--- src/rtl/run_ctrl_pkg.sv ---
// Shared types and default constants for the run_ctrl boot/run sequencer.
package run_ctrl_pkg;

  // Sequencer states: hold everything in reset, release channels one by one,
  // run under the watchdog, then park in one of two terminal states.
  typedef enum logic [2:0] {
    ST_HOLD    = 3'd0,
    ST_RELEASE = 3'd1,
    ST_RUN     = 3'd2,
    ST_DONE    = 3'd3,
    ST_TIMEOUT = 3'd4
  } state_e;

  localparam int DEF_N_CH        = 2;
  localparam int DEF_HOLD_CYCLES = 5;
  localparam int DEF_STAGGER     = 2;
  localparam int DEF_MAX_CYCLES  = 100;
  localparam int DEF_CNT_W       = 32;

  // Bits needed to hold values 0..max_val, never less than one bit.
  function automatic int cnt_width(input int max_val);
    return (max_val < 2) ? 1 : $clog2(max_val + 1);
  endfunction

endpackage : run_ctrl_pkg

--- src/rtl/run_ctrl.sv ---
// run_ctrl: holds N_CH core resets after reset release, releases them with a
// fixed stagger, then supervises the run with an optional watchdog. The run
// ends sticky in DONE (all cores halted) or TIMEOUT; sw_rst_req restarts it.
module run_ctrl
  import run_ctrl_pkg::*;
#(
  parameter int N_CH        = DEF_N_CH,
  parameter int HOLD_CYCLES = DEF_HOLD_CYCLES,
  parameter int STAGGER     = DEF_STAGGER,
  parameter int MAX_CYCLES  = DEF_MAX_CYCLES,
  parameter int CNT_W       = DEF_CNT_W
) (
  input  logic             clk,
  input  logic             rst,
  input  logic             sw_rst_req,
  input  logic [N_CH-1:0]  halt_in,
  output logic [N_CH-1:0]  core_rst,
  output logic             running,
  output logic             done,
  output logic             timeout,
  output logic [CNT_W-1:0] cycle_cnt
);

  // Counter widths sized to the largest value each counter must reach.
  localparam int HOLD_W = cnt_width(HOLD_CYCLES - 1);
  localparam int STAG_W = cnt_width((STAGGER > 0) ? STAGGER - 1 : 0);
  localparam int IDX_W  = cnt_width(N_CH - 1);

  localparam logic [HOLD_W-1:0] HOLD_LAST = HOLD_W'(HOLD_CYCLES - 1);
  localparam logic [STAG_W-1:0] STAG_LAST = STAG_W'((STAGGER > 0) ? STAGGER - 1 : 0);
  localparam logic [IDX_W-1:0]  IDX_LAST  = IDX_W'(N_CH - 1);
  localparam logic [CNT_W-1:0]  CNT_LAST  = CNT_W'((MAX_CYCLES > 0) ? MAX_CYCLES - 1 : 0);

  // With one channel or no stagger every core leaves reset on the same edge.
  localparam bit DIRECT_RUN = (N_CH == 1) || (STAGGER == 0);
  localparam bit WDOG_EN    = (MAX_CYCLES != 0);

  state_e            state_q,     state_d;
  logic [HOLD_W-1:0] hold_cnt_q,  hold_cnt_d;
  logic [STAG_W-1:0] stag_cnt_q,  stag_cnt_d;
  logic [IDX_W-1:0]  ch_idx_q,    ch_idx_d;
  logic [N_CH-1:0]   core_rst_q,  core_rst_d;
  logic              running_q,   running_d;
  logic              done_q,      done_d;
  logic              timeout_q,   timeout_d;
  logic [CNT_W-1:0]  cycle_cnt_q, cycle_cnt_d;

  // Next-state and next-output logic for the whole sequencer.
  always_comb begin
    // NOTE: every _d signal gets its hold value first so no path through the
    // case statement leaves one unassigned, which would infer a latch.
    state_d     = state_q;
    hold_cnt_d  = hold_cnt_q;
    stag_cnt_d  = stag_cnt_q;
    ch_idx_d    = ch_idx_q;
    core_rst_d  = core_rst_q;
    running_d   = running_q;
    done_d      = done_q;
    timeout_d   = timeout_q;
    cycle_cnt_d = cycle_cnt_q;

    if (sw_rst_req) begin
      // Soft restart beats everything; holding it keeps the hold counter at 0.
      state_d     = ST_HOLD;
      hold_cnt_d  = '0;
      stag_cnt_d  = '0;
      ch_idx_d    = '0;
      core_rst_d  = '1;
      running_d   = 1'b0;
      done_d      = 1'b0;
      timeout_d   = 1'b0;
      cycle_cnt_d = '0;
    end else begin
      case (state_q)
        ST_HOLD: begin
          if (hold_cnt_q == HOLD_LAST) begin
            hold_cnt_d = '0;
            if (DIRECT_RUN) begin
              core_rst_d  = '0;
              running_d   = 1'b1;
              cycle_cnt_d = '0;
              state_d     = ST_RUN;
            end else begin
              core_rst_d[0] = 1'b0;
              stag_cnt_d    = '0;
              ch_idx_d      = IDX_W'(1);
              state_d       = ST_RELEASE;
            end
          end else begin
            hold_cnt_d = hold_cnt_q + 1'b1;
          end
        end

        ST_RELEASE: begin
          // halt_in is deliberately not looked at until the run starts.
          if (stag_cnt_q == STAG_LAST) begin
            stag_cnt_d = '0;
            for (int i = 0; i < N_CH; i++) begin
              if (ch_idx_q == IDX_W'(i)) core_rst_d[i] = 1'b0;
            end
            if (ch_idx_q == IDX_LAST) begin
              running_d   = 1'b1;
              cycle_cnt_d = '0;
              state_d     = ST_RUN;
            end else begin
              ch_idx_d = ch_idx_q + 1'b1;
            end
          end else begin
            stag_cnt_d = stag_cnt_q + 1'b1;
          end
        end

        ST_RUN: begin
          // Completion is checked first so it wins over a same-edge timeout.
          if (&halt_in) begin
            core_rst_d = '1;
            running_d  = 1'b0;
            done_d     = 1'b1;
            state_d    = ST_DONE;
          end else if (WDOG_EN && (cycle_cnt_q == CNT_LAST)) begin
            core_rst_d  = '1;
            running_d   = 1'b0;
            timeout_d   = 1'b1;
            cycle_cnt_d = cycle_cnt_q + 1'b1;
            state_d     = ST_TIMEOUT;
          end else if (cycle_cnt_q != '1) begin
            // Saturates at all-ones; only reachable with the watchdog off.
            cycle_cnt_d = cycle_cnt_q + 1'b1;
          end
        end

        ST_DONE, ST_TIMEOUT: begin
          // Terminal: everything holds until a restart.
        end

        default: begin
          // Unused encodings recover to a clean hold.
          state_d     = ST_HOLD;
          hold_cnt_d  = '0;
          stag_cnt_d  = '0;
          ch_idx_d    = '0;
          core_rst_d  = '1;
          running_d   = 1'b0;
          done_d      = 1'b0;
          timeout_d   = 1'b0;
          cycle_cnt_d = '0;
        end
      endcase
    end
  end

  // State, counters and registered outputs; rst forces the hold state at once.
  always_ff @(posedge clk or posedge rst) begin
    if (rst) begin
      state_q     <= ST_HOLD;
      hold_cnt_q  <= '0;
      stag_cnt_q  <= '0;
      ch_idx_q    <= '0;
      core_rst_q  <= '1;
      running_q   <= 1'b0;
      done_q      <= 1'b0;
      timeout_q   <= 1'b0;
      cycle_cnt_q <= '0;
    end else begin
      // NOTE: non-blocking assignments so every register samples the values
      // from before this edge, independent of statement order.
      state_q     <= state_d;
      hold_cnt_q  <= hold_cnt_d;
      stag_cnt_q  <= stag_cnt_d;
      ch_idx_q    <= ch_idx_d;
      core_rst_q  <= core_rst_d;
      running_q   <= running_d;
      done_q      <= done_d;
      timeout_q   <= timeout_d;
      cycle_cnt_q <= cycle_cnt_d;
    end
  end

  assign core_rst  = core_rst_q;
  assign running   = running_q;
  assign done      = done_q;
  assign timeout   = timeout_q;
  assign cycle_cnt = cycle_cnt_q;

endmodule : run_ctrl

--- config.mk ---
export PLATFORM = sky130hd
export DESIGN_NAME = run_ctrl
export DESIGN_NICKNAME = d
export VERILOG_FILES = /design/src/rtl/run_ctrl_pkg.sv /design/src/rtl/run_ctrl.sv
export SDC_FILE = /design/constraint.sdc
export NUM_CORES = 1
export LEC_CHECK = 0
export CORE_MARGIN = 5
export CORE_UTILIZATION = 35
export CTS_BUF_LIST = sky130_fd_sc_hd__clkbuf_8
export CTS_CLUSTER_SIZE = 8
export DETAILED_ROUTE_END_ITERATION = 7
export GPL_TIMING_DRIVEN = 0
export SLEW_MARGIN = 30
export SYNTH_ARGS = -nofsm -noshare
export SYNTH_HDL_FRONTEND = slang
export SYNTH_SLANG_ARGS = --single-unit
--- constraint.sdc ---
create_clock -name clk -period 5.7 [get_ports clk]
set_clock_uncertainty 0.15 [all_clocks]
set_input_delay 1.14 -clock clk [delete_from_list [all_inputs] [get_ports clk]]
set_output_delay 1.14 -clock clk [all_outputs]
set_load 0.02 [all_outputs]
---- Word-level counts from Yosys, hierarchy flattened ----
Index checks and enable logic that the tools add are counted.
W data, S select, Z words.
storage, ports and cells
  bits in registers ....................... 45
  word-level logic and storage cells ...... 97
operators by class
  add/subtract/negate cells ............... 4
  equality and inequality tests ........... 21
  muxes and demuxes ....................... 47
  reduce and logical (&&, ||, !) cells .... 15
operators by type and width
  cell                     number
  $mux W32                 6
  $pmux W32 S3             1
  $add A32 B1 Y32 const B  1
  $eq A32 B7 Y1 const B    1
  $ne A32 B32 Y1 const B   1
  $mux W3                  8
  $ne A3 B3 Y1 const B     7
  $mux W1                  19
  $reduce_and A5 Y1        3
  $pmux W1 S3              4
  $pmux W3 S4              1
  $mux W2                  4
  $ne A2 B1 Y1 const B     4
  $ne A4 B4 Y1 const B     2
  $reduce_or A4 Y1         2
  $eq A3 B2 Y1 const B     2
  $eq A3 B3 Y1 const B     2
  $pmux W3 S2              1
  $reduce_and A2 Y1        3
  $reduce_and A3 Y1        2
  $reduce_or A3 Y1         2
  $pmux W1 S2              2
  $pmux W1 S4              1
  $reduce_and A4 Y1        1
  other kinds (6)          7

---- Depth between registers and ports, before layout ----
  depth in word-level cells ............... 6
  mapped depth ............................ 8

---- Worst setup path after synthesis ----
Ideal clock, no wire load.
  path kind ............................... in2reg
  start ................................... in sw_rst_req
  end ..................................... reg state_q[2]
  setup time .............................. 0.125 ns
  data arrival time ....................... 2.701 ns
  required time ........................... 5.425 ns
  slack ................................... 2.724 ns
  stages .................................. 6
  path buffers ............................ 1
  path through ............................ or4b_1 buf_2 a21oi_2 o21ai_0 nand2_1 mux2_2
between the ends
  cells in the longest elaborated chain, start to end .. 2
  elaborated cells between the ends (all ways) .. 7
  classes of those cells .................. eq/ne (5); mux (1); reduce/logical (1)
ends and longest elaborated chain
  what                                                   RTL line         RTL
  from (decl)                                            run_ctrl.sv:15   input logic sw_rst_req,
  $ne A4 B4 Y1 (no source line) (tied with other cells)  -
  $reduce_and A5 Y1 (no source line)                     -
  to (signal assigned)                                   run_ctrl.sv:167  state_q <= state_d;
  to (decl)                                              run_ctrl.sv:38   state_e state_q, state_d;
Parallel ways exist; a longest one is shown, timed or not.
A chain may end at the register's enable or synchronous reset.

---- Worst setup path after layout ----
  start ................................... in sw_rst_req
  end ..................................... reg cycle_cnt_q[10] (netlist: cycle_cnt[10])
between the ends
  cells in the longest elaborated chain, start to end .. 2
  elaborated cells between the ends (all ways) .. 7
  classes of those cells .................. eq/ne (5); mux (1); reduce/logical (1)
ends and longest elaborated chain
  what                                                   RTL line         RTL
  $ne A4 B4 Y1 (no source line) (tied with other cells)  -
  $reduce_and A5 Y1 (no source line)                     -
  to (signal assigned)                                   run_ctrl.sv:175  cycle_cnt_q <= cycle_cnt_d;
  to (decl)                                              run_ctrl.sv:46   logic [CNT_W-1:0] cycle_cnt_q, cycle_cnt_d;
Parallel ways exist; a longest one is shown, timed or not.

==> metrics.md <==
| Metric | Value |
|---|---|
| N_diodes | `0` |
| RePlAce Congestion | `0.890` |
| DRT Pass-1 Iters | `5` |
| Cells after Synth | `316` |
| Grt ovf | `0` |
| Clock Path Buffers | `2` |
| CP Launch Type | `input pin` |
| Die Span Y | `98.8 um` |
| Max Cap Violations | `0` |
| WL met3 | `484 um` |
| Syn nets | `324` |
| Worst-margin pin slew | `0.918 ns` |
| # IOs | `42` |
| Peak supply drop | `0.141 mV` |
| Pleak | `0.00139 uW` |
| Setup CP Type | `in -> reg` |
| Clk slew on worst S/H paths | `0.09 ns` |
| Status | `finished, final reports clean` |
| Seq cells post-synth | `45` |
| Pre-CTS setup slack | `1.32 ns` |
| Slew margin rel. | `0.387` |
| Average size of a mapped cell | `8.74 um^2` |
| Dpl hpwl | `5.87 mm` |
| Fillers | `765` |
| Total global-route track usage | `0.176` |
| Final hold violations | `0` |
| Die Area | `0.00977 mm^2` |
| # clock sinks | `45` |
| Final setup TNS | `0 ns` |
| Post-synth EDFFs | `0` |
| PD cells | `285 mW/mm^2` |
| Worst hold path type | `reg -> reg` |
| Post-layout min period | `4.03 ns` |
| Met1 Wirelength | `3.98 mm` |
| Setup ws final | `1.67 ns` |
| Yosys cell types | `56` |
| Proportion of layout cells with a drive suffix above 1 | `0.0795` |
| H-tree depth | `2` |
| Core ar. | `0.00773 mm^2` |
| Sequential share of the synthesized area | `0.409` |
| Cell row count | `32` |
| Crit end category | `flop` |
| Total CTS buffers | `5` |
| Area Overhead vs Synth | `22.8%` |
| First-pass GRT wire length | `14.1 mm` |
| Final Setup Violations | `0` |
| Worst-skew pair later-pin latency | `0.31 ns` |
| Synth async-reset ratio | `1.00` |
| Setup bufs post-CTS | `0` |
| RSZ-0062 raised after global routing | `false` |
| Initial antenna violation count | `0` |
| Synth Warn # | `0` |
| Average wire per standard cell | `18.0 um` |
| Post-CTS Hold Fix Bufs | `0` |
| DRC | `0` |
| Pins over their slew limit | `0` |
| Routed Antenna Nets | `0` |
| Vias in the first global route | `2693` |
| DR vias/cell | `5.89` |
| Routed WL | `8.42 mm` |
| DR WL met2 | `3.91 mm` |
| # nets final | `372` |
| Via count | `2751` |
| Worst-path maximum fanout | `10` |
| Post-cts sizing count | `0` |
| I/O Buffers | `41` |
| Worst EP arrival | `4.06 ns` |
| Fmax | `248 MHz` |
| Worst path required time | `5.73 ns` |
| Largest net degree at the start of global routing | `46` |
| Die W | `98.8 um` |
| Max Used Layer | `met4` |
| Syn Std Cell Area | `0.00276 mm^2` |
| Fin crit share | `0.706` |
| CTS tree | `built` |
| Initial drt markers | `214` |
| Root buf cell | `clkbuf_8` |
| Initial Utilization | `0.358` |
| Ys flop type | `dfrtp_1` |
==> cells in the final DEF (no fill, tap or decap), types with 5 or more instances in the layout <==
| master | n |
|---|---|
| nand3_1 | 25 |
| nand4_1 | 15 |
| nor2_1 | 21 |
| o31ai_1 | 17 |
| dfrtp_1 | 43 |
| a21oi_1 | 7 |
| clkbuf_1 | 12 |
| nor4_1 | 12 |
| inv_1 | 8 |
| a31oi_1 | 6 |
| o21ai_0 | 32 |
| buf_2 | 7 |
| clkbuf_8 | 5 |
| clkdlybuf4s50_1 | 41 |
| nand2_1 | 28 |
| nor3_1 | 11 |
==> per-stage QoR <==
stage	total power (uW)	cell area (um^2)	utilization	hold slack [ns]	std cells
floorplan	637	2760	-	0.300	316
global placement	753	3300	0.427	0.323	459
detailed placement	757	3300	0.427	0.324	459
CTS	971	3390	0.439	0.339	467
global route	1030	3390	0.439	0.353	467
finish	966	3390	0.439	0.335	467
==> flip-flops by register name (all words and copies together), names as in the netlist <==
name / flops
cycle_cnt: 32
done: 1
running: 1
stag_cnt_q: 1
timeout: 1
ch_idx_q: 1
state_q: 3
core_rst: 2
hold_cnt_q: 3
==> worst max-delay path, stage by stage <==
cell,delay [ns]
clkdlybuf4s50_1,0.42
clkbuf_1,0.22
nor4b_2,0.81
nand3_1,0.36
nand2_1,0.35
clkbuf_1,0.49
o31ai_1,0.16
o41ai_1,0.10
==> logic make-up after synthesis <==
logic type / after synthesis / share of synthesized area
xor gates and xnor gates: 1 / 0.00317
buffers and inverters: 30 / 0.0466
AOI/OAI and AO/OA: 92 / 0.228
adders and majority gates: 3 / 0.0136
muxes: 4 / 0.0149
and+or+nand+nor: 141 / 0.285
DFF: 45 / 0.409
==> report_power, final <==
part / switching [uW] / internal (uW) / leakage, uW
registers: 31.0 / 360 / 0.000615
clock network: 126 / 87.4 / 0.0000445
logic: 234 / 126 / 0.000727
==> routing by layer <==
metal,up-vias,GRT usage
met1,1349,0.247
met2,82,0.282
met3,5,0.0340
met4,0,0.0357
li1,1315,-
met5,-,0
==> worst paths after layout <==
| kind | from | endpoint | slack (ns) | cells after the start |
|---|---|---|---|---|
| setup / recovery | sw_rst_req | cycle_cnt[10] | 1.67 | 8 |
| hold / removal | core_rst[1] | core_rst[1] | 0.33 | 1 |
| setup reg to reg | state_q[1] | cycle_cnt[10] | 2.69 | 7 |
| hold reg to reg | core_rst[1] | core_rst[1] | 0.33 | 1 |
| max in group asynchronous | rst | cycle_cnt[3] | 3.90 | 2 |
| min in group asynchronous | rst | hold_cnt_q[0] | 1.09 | 2 |
==> synth_stat cells (3+ instances only) <==
cell | number | area (um^2)
buf_2 | 7 | 35.0
inv_1 | 9 | 33.8
a211o_1 | 3 | 26.3
nor4_1 | 12 | 75.1
nand4_1 | 15 | 93.8
ha_1 | 3 | 37.5
and4_1 | 3 | 26.3
or3_1 | 3 | 18.8
nor2_1 | 21 | 78.8
dfrtp_1 | 43 | 1080
a21oi_1 | 7 | 35.0
clkbuf_1 | 12 | 45.0
nand2_1 | 28 | 105
nor3_1 | 11 | 55.1
nor4b_1 | 3 | 26.3
a31oi_1 | 6 | 37.5
o21ai_0 | 32 | 160
a211oi_1 | 3 | 22.5
o2bb2ai_1 | 3 | 26.3
mux2i_1 | 3 | 30.0
o31ai_1 | 17 | 128
nand3_1 | 25 | 125
==> cell type report <==
| class | count | area, um^2 | area share |
|---|---|---|---|
| Buffer | 21 | 95.1 | 0.0280 |
| Clock buffer | 5 | 68.8 | 0.0203 |
| Clock inverter | 3 | 21.3 | 0.00627 |
| Inverter | 9 | 36.3 | 0.0107 |
| Multi-Input combinational cell | 241 | 1510 | 0.444 |
| Sequential cell | 45 | 1130 | 0.333 |
| Tap cell | 102 | 128 | 0.0376 |
| Timing Repair Buffer | 41 | 410 | 0.121 |
No activity file was read; power rests on OpenSTA's default activity.
